--- src/rtl/reg_byte_serializer_pkg.sv ---
// Shared types and elaboration helpers
// for the register byte serializer.
package reg_byte_serializer_pkg;

  typedef enum logic {
    IDLE = 1'b0,
    SEND = 1'b1
  } state_e;

  // Byte counter width: never below one bit.
  function automatic int cnt_width(
    input int total_bytes
  );
    return (total_bytes > 1) ?
      $clog2(total_bytes) : 1;
  endfunction

  // Legal shape: whole bytes per word,
  // at least one word per frame.
  function automatic bit params_ok(
    input int word_w,
    input int num_words
  );
    return (word_w >= 8) &&
           ((word_w % 8) == 0) &&
           (num_words >= 1);
  endfunction

endpackage

--- src/rtl/reg_byte_serializer_if.sv ---
// Frame-in / byte-out handshake bundle
// of the register byte serializer.
interface reg_byte_serializer_if
  import reg_byte_serializer_pkg::*;
#(
  parameter int WORD_W    = 32,
  parameter int NUM_WORDS = 2
);

  localparam int FRAME_W = NUM_WORDS * WORD_W;
  localparam int TOTAL_BYTES = FRAME_W / 8;
  localparam int CNT_W = cnt_width(TOTAL_BYTES);

  logic [FRAME_W-1:0] in_data;
  logic               in_valid;
  logic               in_ready;
  logic               msb_first;
  logic [7:0]         out_byte;
  logic               out_valid;
  logic               out_ready;
  logic               out_last;
  logic [CNT_W-1:0]   out_idx;
  logic               busy;
  logic [15:0]        frame_cnt;

  modport master (
    output in_data,
    output in_valid,
    output msb_first,
    output out_ready,
    input  in_ready,
    input  out_byte,
    input  out_valid,
    input  out_last,
    input  out_idx,
    input  busy,
    input  frame_cnt
  );

  modport slave (
    input  in_data,
    input  in_valid,
    input  msb_first,
    input  out_ready,
    output in_ready,
    output out_byte,
    output out_valid,
    output out_last,
    output out_idx,
    output busy,
    output frame_cnt
  );

endinterface

--- src/rtl/reg_byte_serializer_select.sv ---
// Picks the byte for a given emission
// index out of a latched frame.
module reg_byte_select
  import reg_byte_serializer_pkg::*;
#(
  parameter int WORD_W    = 32,
  parameter int NUM_WORDS = 2
) (
  frame_i,
  idx_i,
  msb_first_i,
  byte_o
);

  localparam int FRAME_W = NUM_WORDS * WORD_W;
  localparam int TOTAL_BYTES = FRAME_W / 8;
  localparam int CNT_W = cnt_width(TOTAL_BYTES);

  input  logic [FRAME_W-1:0] frame_i;
  input  logic [CNT_W-1:0]   idx_i;
  input  logic               msb_first_i;
  output logic [7:0]         byte_o;

  int pos;

  // Map emission index to byte lane
  always_comb begin
    pos = msb_first_i ?
      (TOTAL_BYTES - 1 - int'(idx_i)) :
      int'(idx_i);
    byte_o = 8'h00;
    for (int i = 0; i < TOTAL_BYTES; i++) begin
      if (pos == i) begin
        byte_o = frame_i[i*8 +: 8];
      end
    end
  end

endmodule

--- src/rtl/reg_byte_serializer.sv ---
// Accepts a register frame and emits it
// as a valid/ready byte stream.
module reg_byte_serializer
  import reg_byte_serializer_pkg::*;
#(
  parameter int WORD_W    = 32,
  parameter int NUM_WORDS = 2
) (
  input logic clk,
  input logic rst_n,
  reg_byte_serializer_if.slave bus
);

  localparam int FRAME_W = NUM_WORDS * WORD_W;
  localparam int TOTAL_BYTES = FRAME_W / 8;
  localparam int CNT_W = cnt_width(TOTAL_BYTES);
  localparam logic [CNT_W-1:0] LAST =
    CNT_W'(TOTAL_BYTES - 1);

  if (!params_ok(WORD_W, NUM_WORDS)) begin : g_bad
    $fatal(1, "illegal WORD_W/NUM_WORDS");
  end

  state_e             state_q, state_d;
  logic [CNT_W-1:0]   cnt_q, cnt_d;
  logic [FRAME_W-1:0] frame_q, frame_d;
  logic               msb_q, msb_d;
  logic [15:0]        fcnt_q, fcnt_d;

  logic [7:0] sel_byte;
  logic       send;
  logic       is_last;
  logic       xfer;
  logic       ready;
  logic       accept;

  reg_byte_select #(
    .WORD_W    (WORD_W),
    .NUM_WORDS (NUM_WORDS)
  ) u_sel (
    .frame_i     (frame_q),
    .idx_i       (cnt_q),
    .msb_first_i (msb_q),
    .byte_o      (sel_byte)
  );

  // Handshake qualifiers; ready reopens on the
  // final transfer so frames chain bubble-free
  always_comb begin
    send    = (state_q == SEND);
    is_last = send && (cnt_q == LAST);
    xfer    = send && bus.out_ready;
    ready   = !send || (xfer && is_last);
    accept  = bus.in_valid && ready;
  end

  // Next state, counter, frame latch
  always_comb begin
    state_d = state_q;
    cnt_d   = cnt_q;
    frame_d = frame_q;
    msb_d   = msb_q;
    fcnt_d  = fcnt_q;
    unique case (state_q)
      IDLE: begin
        if (accept) begin
          state_d = SEND;
          cnt_d   = '0;
          frame_d = bus.in_data;
          msb_d   = bus.msb_first;
        end
      end
      SEND: begin
        if (xfer) begin
          if (is_last) begin
            fcnt_d = fcnt_q + 16'd1;
            cnt_d  = '0;
            if (accept) begin
              frame_d = bus.in_data;
              msb_d   = bus.msb_first;
            end else begin
              state_d = IDLE;
            end
          end else begin
            cnt_d = cnt_q + CNT_W'(1);
          end
        end
      end
    endcase
  end

  // State registers, cleared asynchronously
  always_ff @(posedge clk or negedge rst_n) begin
    if (!rst_n) begin
      state_q <= IDLE;
      cnt_q   <= '0;
      frame_q <= '0;
      msb_q   <= 1'b0;
      fcnt_q  <= '0;
    end else begin
      state_q <= state_d;
      cnt_q   <= cnt_d;
      frame_q <= frame_d;
      msb_q   <= msb_d;
      fcnt_q  <= fcnt_d;
    end
  end

  assign bus.in_ready  = ready;
  assign bus.out_valid = send;
  assign bus.out_byte  = send ? sel_byte : 8'h00;
  assign bus.out_last  = is_last;
  assign bus.out_idx   = cnt_q;
  assign bus.busy      = send;
  assign bus.frame_cnt = fcnt_q;

endmodule

--- src/flat_wrapper.sv ---
// flat-port wrapper written by rule: the top's interface ports become plain ports
module reg_byte_serializer_flat import reg_byte_serializer_pkg::*;
#(
  parameter int WORD_W    = 32,
  parameter int NUM_WORDS = 2
)
  (clk, rst_n, bus_in_data, bus_in_valid, bus_msb_first, bus_out_ready, bus_in_ready, bus_out_byte, bus_out_valid, bus_out_last, bus_out_idx, bus_busy, bus_frame_cnt);
  reg_byte_serializer_if #(.WORD_W(WORD_W), .NUM_WORDS(NUM_WORDS)) bus_i ();
  input logic clk;
  input logic rst_n;
  input wire logic [$bits(bus_i.in_data)-1:0] bus_in_data;
  input wire logic [$bits(bus_i.in_valid)-1:0] bus_in_valid;
  input wire logic [$bits(bus_i.msb_first)-1:0] bus_msb_first;
  input wire logic [$bits(bus_i.out_ready)-1:0] bus_out_ready;
  output wire logic [$bits(bus_i.in_ready)-1:0] bus_in_ready;
  output wire logic [$bits(bus_i.out_byte)-1:0] bus_out_byte;
  output wire logic [$bits(bus_i.out_valid)-1:0] bus_out_valid;
  output wire logic [$bits(bus_i.out_last)-1:0] bus_out_last;
  output wire logic [$bits(bus_i.out_idx)-1:0] bus_out_idx;
  output wire logic [$bits(bus_i.busy)-1:0] bus_busy;
  output wire logic [$bits(bus_i.frame_cnt)-1:0] bus_frame_cnt;
  assign bus_i.in_data = bus_in_data;
  assign bus_i.in_valid = bus_in_valid;
  assign bus_i.msb_first = bus_msb_first;
  assign bus_i.out_ready = bus_out_ready;
  assign bus_in_ready = bus_i.in_ready;
  assign bus_out_byte = bus_i.out_byte;
  assign bus_out_valid = bus_i.out_valid;
  assign bus_out_last = bus_i.out_last;
  assign bus_out_idx = bus_i.out_idx;
  assign bus_busy = bus_i.busy;
  assign bus_frame_cnt = bus_i.frame_cnt;
  reg_byte_serializer #(.WORD_W(WORD_W), .NUM_WORDS(NUM_WORDS)) u_core (.clk(clk), .rst_n(rst_n), .bus(bus_i));
endmodule
--- config.mk ---
export PLATFORM = sky130hd
export DESIGN_NAME = reg_byte_serializer_flat
export DESIGN_NICKNAME = d
export VERILOG_FILES = /design/src/rtl/reg_byte_serializer_pkg.sv /design/src/rtl/reg_byte_serializer_if.sv /design/src/rtl/reg_byte_serializer_select.sv /design/src/rtl/reg_byte_serializer.sv /design/src/flat_wrapper.sv
export SDC_FILE = /design/constraint.sdc
export NUM_CORES = 1
export LEC_CHECK = 0
export CAP_MARGIN = 0
export CORE_AREA = 2 2 125 127
export DETAILED_ROUTE_END_ITERATION = 8
export DIE_AREA = 0 0 127 129
export GPL_ROUTABILITY_DRIVEN = 0
export GPL_TIMING_DRIVEN = 0
export SLEW_MARGIN = 30
export SYNTH_ARGS = -nofsm -noshare
export SYNTH_HDL_FRONTEND = slang
export SYNTH_SLANG_ARGS = --single-unit
--- constraint.sdc ---
create_clock -name clk -period 1.75 [get_ports clk]
set_clock_uncertainty 0.05 [all_clocks]
set_input_delay 0.35 -clock clk [delete_from_list [all_inputs] [get_ports clk]]
set_output_delay 0.35 -clock clk [all_outputs]
set_load 0.05 [all_outputs]
Yosys cells after proc, flatten, opt, wreduce, memory -nomap -nowiden

Index checks and enable logic that the tools add are counted.

Add/subtract/negate cells: 3
Eq/ne operators: 11
Multiplexer cells: 26
Bitwise operators: 1
Reductions and logical operators: 10

Operators with widths:

| kind                  | count |
|---|---|
| $mux 64               | 3 |
| $eq 32x4->1 const B   | 4 |
| $pmux 64 s2           | 1 |
| $mux 8                | 9 |
| $eq 32x3->1 const B   | 2 |
| $eq 32x2->1 const B   | 1 |
| $logic_not 32->1      | 1 |
| $mux 32               | 1 |
| $add 16x1->16 const B | 1 |
| $mux 3                | 3 |
| $mux 1                | 6 |
| $pmux 3 s2            | 1 |
| $logic_and 1x1->1     | 4 |
| $ne 2x2->1 const B    | 2 |
| $pmux 1 s2            | 2 |
| $reduce_and 2->1      | 2 |
| $sub 3x3->4 const A   | 1 |
| $add 3x1->3 const B   | 1 |
| $eq 3x3->1 const B    | 1 |
| $reduce_and 3->1      | 1 |
| $ne 2x1->1 const B    | 1 |
| $logic_not 1->1       | 1 |
| $logic_or 1x1->1      | 1 |
| $not 1->1             | 1 |

Bits in registers: 85
Bits of input ports: 69
Output and inout port bits: 31
Word-level logic and storage cells: 56

Depth between registers and ports, before layout

Word-level depth: 12
Depth in mapped cells: 8

Modules after synthesis

A second synthesis with hierarchy kept.

Cells, all modules: 435
Area, all modules: 5033.6 um2

By module, submodules not included:

| module              | times used | cells an instance | area an instance (um2) | seq. area each (um2) |
|---|---|---|---|---|
| reg_byte_serializer | 1          | 226               | 3622.2                 | 2127.0 |
| reg_byte_select     | 1          | 209               | 1411.4                 | 0.0 |

Least setup slack after synthesis

No wires, ideal clock.

Kind: reg-to-output
Start point: register u_core.cnt_q[2], in the netlist u_core.bus.out_idx[2]
End point: output bus_out_byte[0]
Arrival: 2.299 ns
Setup slack: -0.949 ns
Cell stages (with the launch flop): 6
Buffers on the path: 1
Path through: dfrtp_1 clkbuf_2 nor3b_4 a22o_1 a221oi_2 o21ai_1

Longest elaborated chain between the ends: 12
Elaborated cells on any way between the ends: 19

RTL lines:

| element                | RTL line                         | RTL |
|---|---|---|
| from (decl)            | reg_byte_serializer.sv:25        | `logic [CNT_W-1:0] cnt_q, cnt_d;` |
| from (signal assigned) | reg_byte_serializer.sv:102       | `cnt_q <= cnt_d;` |
| $sub 3x3->4            | reg_byte_serializer_select.sv:29 | `(TOTAL_BYTES - 1 - int'(idx_i)) :` |
| $mux 32 (*)            | reg_byte_serializer_select.sv:28 | `pos = msb_first_i ?` |
| $logic_not 32->1       | reg_byte_serializer_select.sv:33 | `if (pos == i) begin` |
| $mux 8 (7 in series)   | reg_byte_serializer_select.sv:33 |  |
| $mux 8 (*)             | reg_byte_serializer_select.sv:33 |  |
| $mux 8 (*)             | reg_byte_serializer.sv:111       | `assign bus.out_byte = send ? sel_byte : 8'h00;` |
| to (decl)              | flat_wrapper.sv:16               | `output wire logic [$bits(bus_i.out_byte)-1:0] bus_out_byte;` |

Every way passes the cells marked *; elsewhere a longest branch is shown, timed or not.

Worst setup path after layout

Start point: register u_core.cnt_q[1], in the netlist u_core.bus.out_idx[1]
End point: output bus_out_byte[5]

Same word-level chain as after synthesis.

==> flow_summary.json <==
{
  "crit_path_end_kind": "output pin",
  "avgSynthCellArea_um2": 10.5,
  "syn_inst": 467,
  "r2r_slack_ns": -0.23,
  "vias": 4181,
  "violations": "setup timing",
  "clkTransAtPathRegs_ns": 0.06,
  "cp_max_fo": 10,
  "drt_wl_total_um": 14700,
  "tns_ns": -20.24,
  "r2r-start": "u_core.bus.out_idx[1]$_DFFE_PN0P_",
  "grt_pass1_wl_um": 22300,
  "antennaDiodeCount": 0,
  "drcViolationCount": 0,
  "relSlewSlack_pct": 64.5,
  "start_util_pct": 32.6,
  "rsz0062_at_grt": "true",
  "worstPathRequired_ns": 1.35,
  "setup_violations": 86,
  "synth-seq-area-share_pct": 43.5,
  "hold_path_class": "in2async",
  "place_hpwl_um": 10200,
  "crit_path_start_kind": "flop",
  "firstDrtPassIters": 5,
  "ios": 100,
  "viasPerCell": 5.22,
  "synth_edf_count": 0,
  "antenna_found_initial": 0,
  "slew_viol_final": 0,
  "htree_levels": 3,
  "wl_per_cell_um": 18.4,
  "die-area_um2": 16400,
  "finalNonFillerCells": 801,
  "drtIter0Drc": 292,
  "clockBufferDepth": 2,
  "stdcell_area_um2": 7400,
  "nets": 680,
  "final.period_utilization_pct": 154,
  "synth_warnings": 0,
  "reg2reg_depth": 9,
  "synth_seq_cells": 85,
  "core_um2": 15000,
  "synth_flop_cell": "dfrtp_1",
  "drive_above_1_share_pct": 36.2,
  "dpl_worst_slack_ns": -1.37,
  "dieHeight_um": 129,
  "async_flop_share_pct": 100,
  "cts-root-buf": "clkbuf_16",
  "dpl_cell_area_um2": 6380,
  "hold_viol": 0,
  "ys_types": 44,
  "critPathArrivalTime_ns": 2.29,
  "cts_tree": "built",
  "grt_usage_pct": 17.4,
  "grt_max_degree": 53,
  "first_global_vias": 4346,
  "ant_nets": 0,
  "crit_type": "reg2out",
  "place_inst": 755,
  "area_growth_pct": 51.4,
  "maxCapViolations": 0,
  "timing.rr.end": "u_core.frame_q[63]$_DFFE_PN0P_",
  "vdd_drop_max_v": 0.000691,
  "cts_buffers": 9,
  "power.density_nw_per_um2": 1820,
  "fp.dieW_um": 127,
  "synth_fp_nets": 539,
  "worst_pin_slew_ns": 0.534,
  "outcome": "finished with violations",
  "grt-ovfl-total": 0,
  "io_buffers": 99,
  "fmax_ghz": 0.372,
  "p_leak_uw": 0.00327,
  "num_rows": 45,
  "numClockSinks": 85,
  "synthesis.area_um2": 4890,
  "clk_latency_ns": 0.34,
  "setup_ws_ns": -0.941,
  "finalCriticalPeriod_ns": 2.69
}
-- sequential cells by signal, indices dropped and copies added (netlist names) --
signal,flops
u_core.bus.out_idx,3
u_core.bus.busy,1
u_core.frame_q,64
u_core.bus.frame_cnt,16
u_core.msb_q,1
-- stage by stage --
| stage | util (%) | power [uW] | hold slack (ns) |
|---|---|---|---|
| after floorplan | - | 8480 | 0.00441 |
| after global placement | 42.4 | 10300 | 0.410 |
| after detailed placement | 42.6 | 10500 | 0.212 |
| after CTS | 46.1 | 13000 | 0.418 |
| after global routing | 49.4 | 14200 | 0.435 |
| final | 49.4 | 13500 | 0.410 |
-- cells by family after synthesis --
family                   after synthesis  synth area share, %
multiplexers                          82                 18.5
XOR/XNOR                              15                 2.69
flip-flops                            85                 43.5
AO/OA/AOI/OAI                        107                 16.2
buffers and inverters                 49                 5.02
adder cells (fa/ha/maj)                3                0.768
AND/OR/NAND/NOR                      126                 13.3
-- timing repair --
item	CTS	global route
hold buffers	1	0
buffers inserted	10	12
cloned	0	8
setup endpoints to repair	108	94
pin swaps	16	13
endpoints found under the hold margin	33	0
gates resized for setup	131	65
-- synth_stat cells (7+ instances only) --
| library cell | instances | area share [%] |
|---|---|---|
| a21oi_1 | 16 | 1.6 |
| nand2_1 | 34 | 2.6 |
| clkbuf_1 | 10 | 0.77 |
| buf_2 | 17 | 1.7 |
| nand3_1 | 7 | 0.72 |
| a221oi_1 | 8 | 1.4 |
| o21ai_1 | 8 | 0.82 |
| a31oi_1 | 8 | 1.0 |
| nor2b_1 | 8 | 1.0 |
| o21ai_0 | 18 | 1.8 |
| a2bb2oi_1 | 16 | 2.9 |
| a221oi_2 | 8 | 2.5 |
| nor2_1 | 35 | 2.7 |
| a22o_1 | 9 | 1.6 |
| o221ai_1 | 8 | 1.4 |
| dfrtp_1 | 85 | 44 |
| nand2b_1 | 12 | 1.5 |
| o22ai_1 | 7 | 0.90 |
| mux2i_1 | 15 | 3.1 |
| xnor2_1 | 14 | 2.5 |
| mux2_2 | 67 | 15 |
| inv_1 | 10 | 0.77 |
-- per-layer routing --
| layer | share of wire, % | GRT usage [%] |
|---|---|---|
| met1 | 45 | 22.2 |
| met2 | 47 | 28.4 |
| met3 | 4.7 | 3.70 |
| met4 | 3.1 | 7.95 |
| met5 | 0 | 0 |
-- critical path, stage by stage, from the launching register on --
cell and delay, ns:
dfrtp_2 0.43, buf_8 0.15, buf_6 0.14, or2_0 0.21, a221oi_2 0.25, a31oi_2 0.09
a221oi_2 0.43, o21ai_4 0.08, buf_6 0.16
-- cells in the final DEF (no fill, tap or decap), types with 13 or more instances in the layout --
master,n
dfrtp_1,81
clkdlybuf4s50_1,67
mux2_2,48
nor2_1,33
nand2_1,30
buf_4,27
mux2_4,19
buf_6,17
o21ai_0,17
clkbuf_16,17
a21oi_1,16
a2bb2oi_1,15
mux2i_1,15
xnor2_1,14
a221oi_2,13
-- layout make-up --
| type | instances | area [um2] |
|---|---|---|
| flip-flops and latches | 85 | 2130 |
| inverters | 10 | 41.3 |
| clock buffers | 11 | 233 |
| multi-input cells | 333 | 2940 |
| well taps | 188 | 235 |
| fillers | 1344 | 7580 |
| plain buffers | 38 | 342 |
| repair buffers | 131 | 1410 |
| clock inverters | 5 | 75.1 |
-- worst max-delay path by stage --
| stage | endpoint | startpoint | slack, ns | depth (start not counted) |
|---|---|---|---|---|
| 2_1_floorplan | bus_out_byte[3] | u_core.bus.out_idx[1]$_DFFE_PN0P_ | -0.44 | 7 |
| 3_3_place_gp | u_core.bus.out_idx[1]$_DFFE_PN0P_ | rst_n | -3.04 | 1 |
| 3_5_place_dp | bus_out_byte[2] | u_core.bus.out_idx[1]$_DFFE_PN0P_ | -1.37 | 8 |
| 4_1_cts | bus_out_byte[5] | u_core.bus.out_idx[1]$_DFFE_PN0P_ | -0.94 | 8 |
| 5_1_grt | bus_out_byte[7] | u_core.bus.out_idx[1]$_DFFE_PN0P_ | -1.03 | 8 |
| 6_report | bus_out_byte[5] | u_core.bus.out_idx[1]$_DFFE_PN0P_ | -0.94 | 8 |
-- report_power, final --
group	internal, uW	switching [uW]
clock	1240	756
sequential	2780	759
combinational	3700	4210
total	7730	5730
No activity file was read; power rests on OpenSTA's default activity.
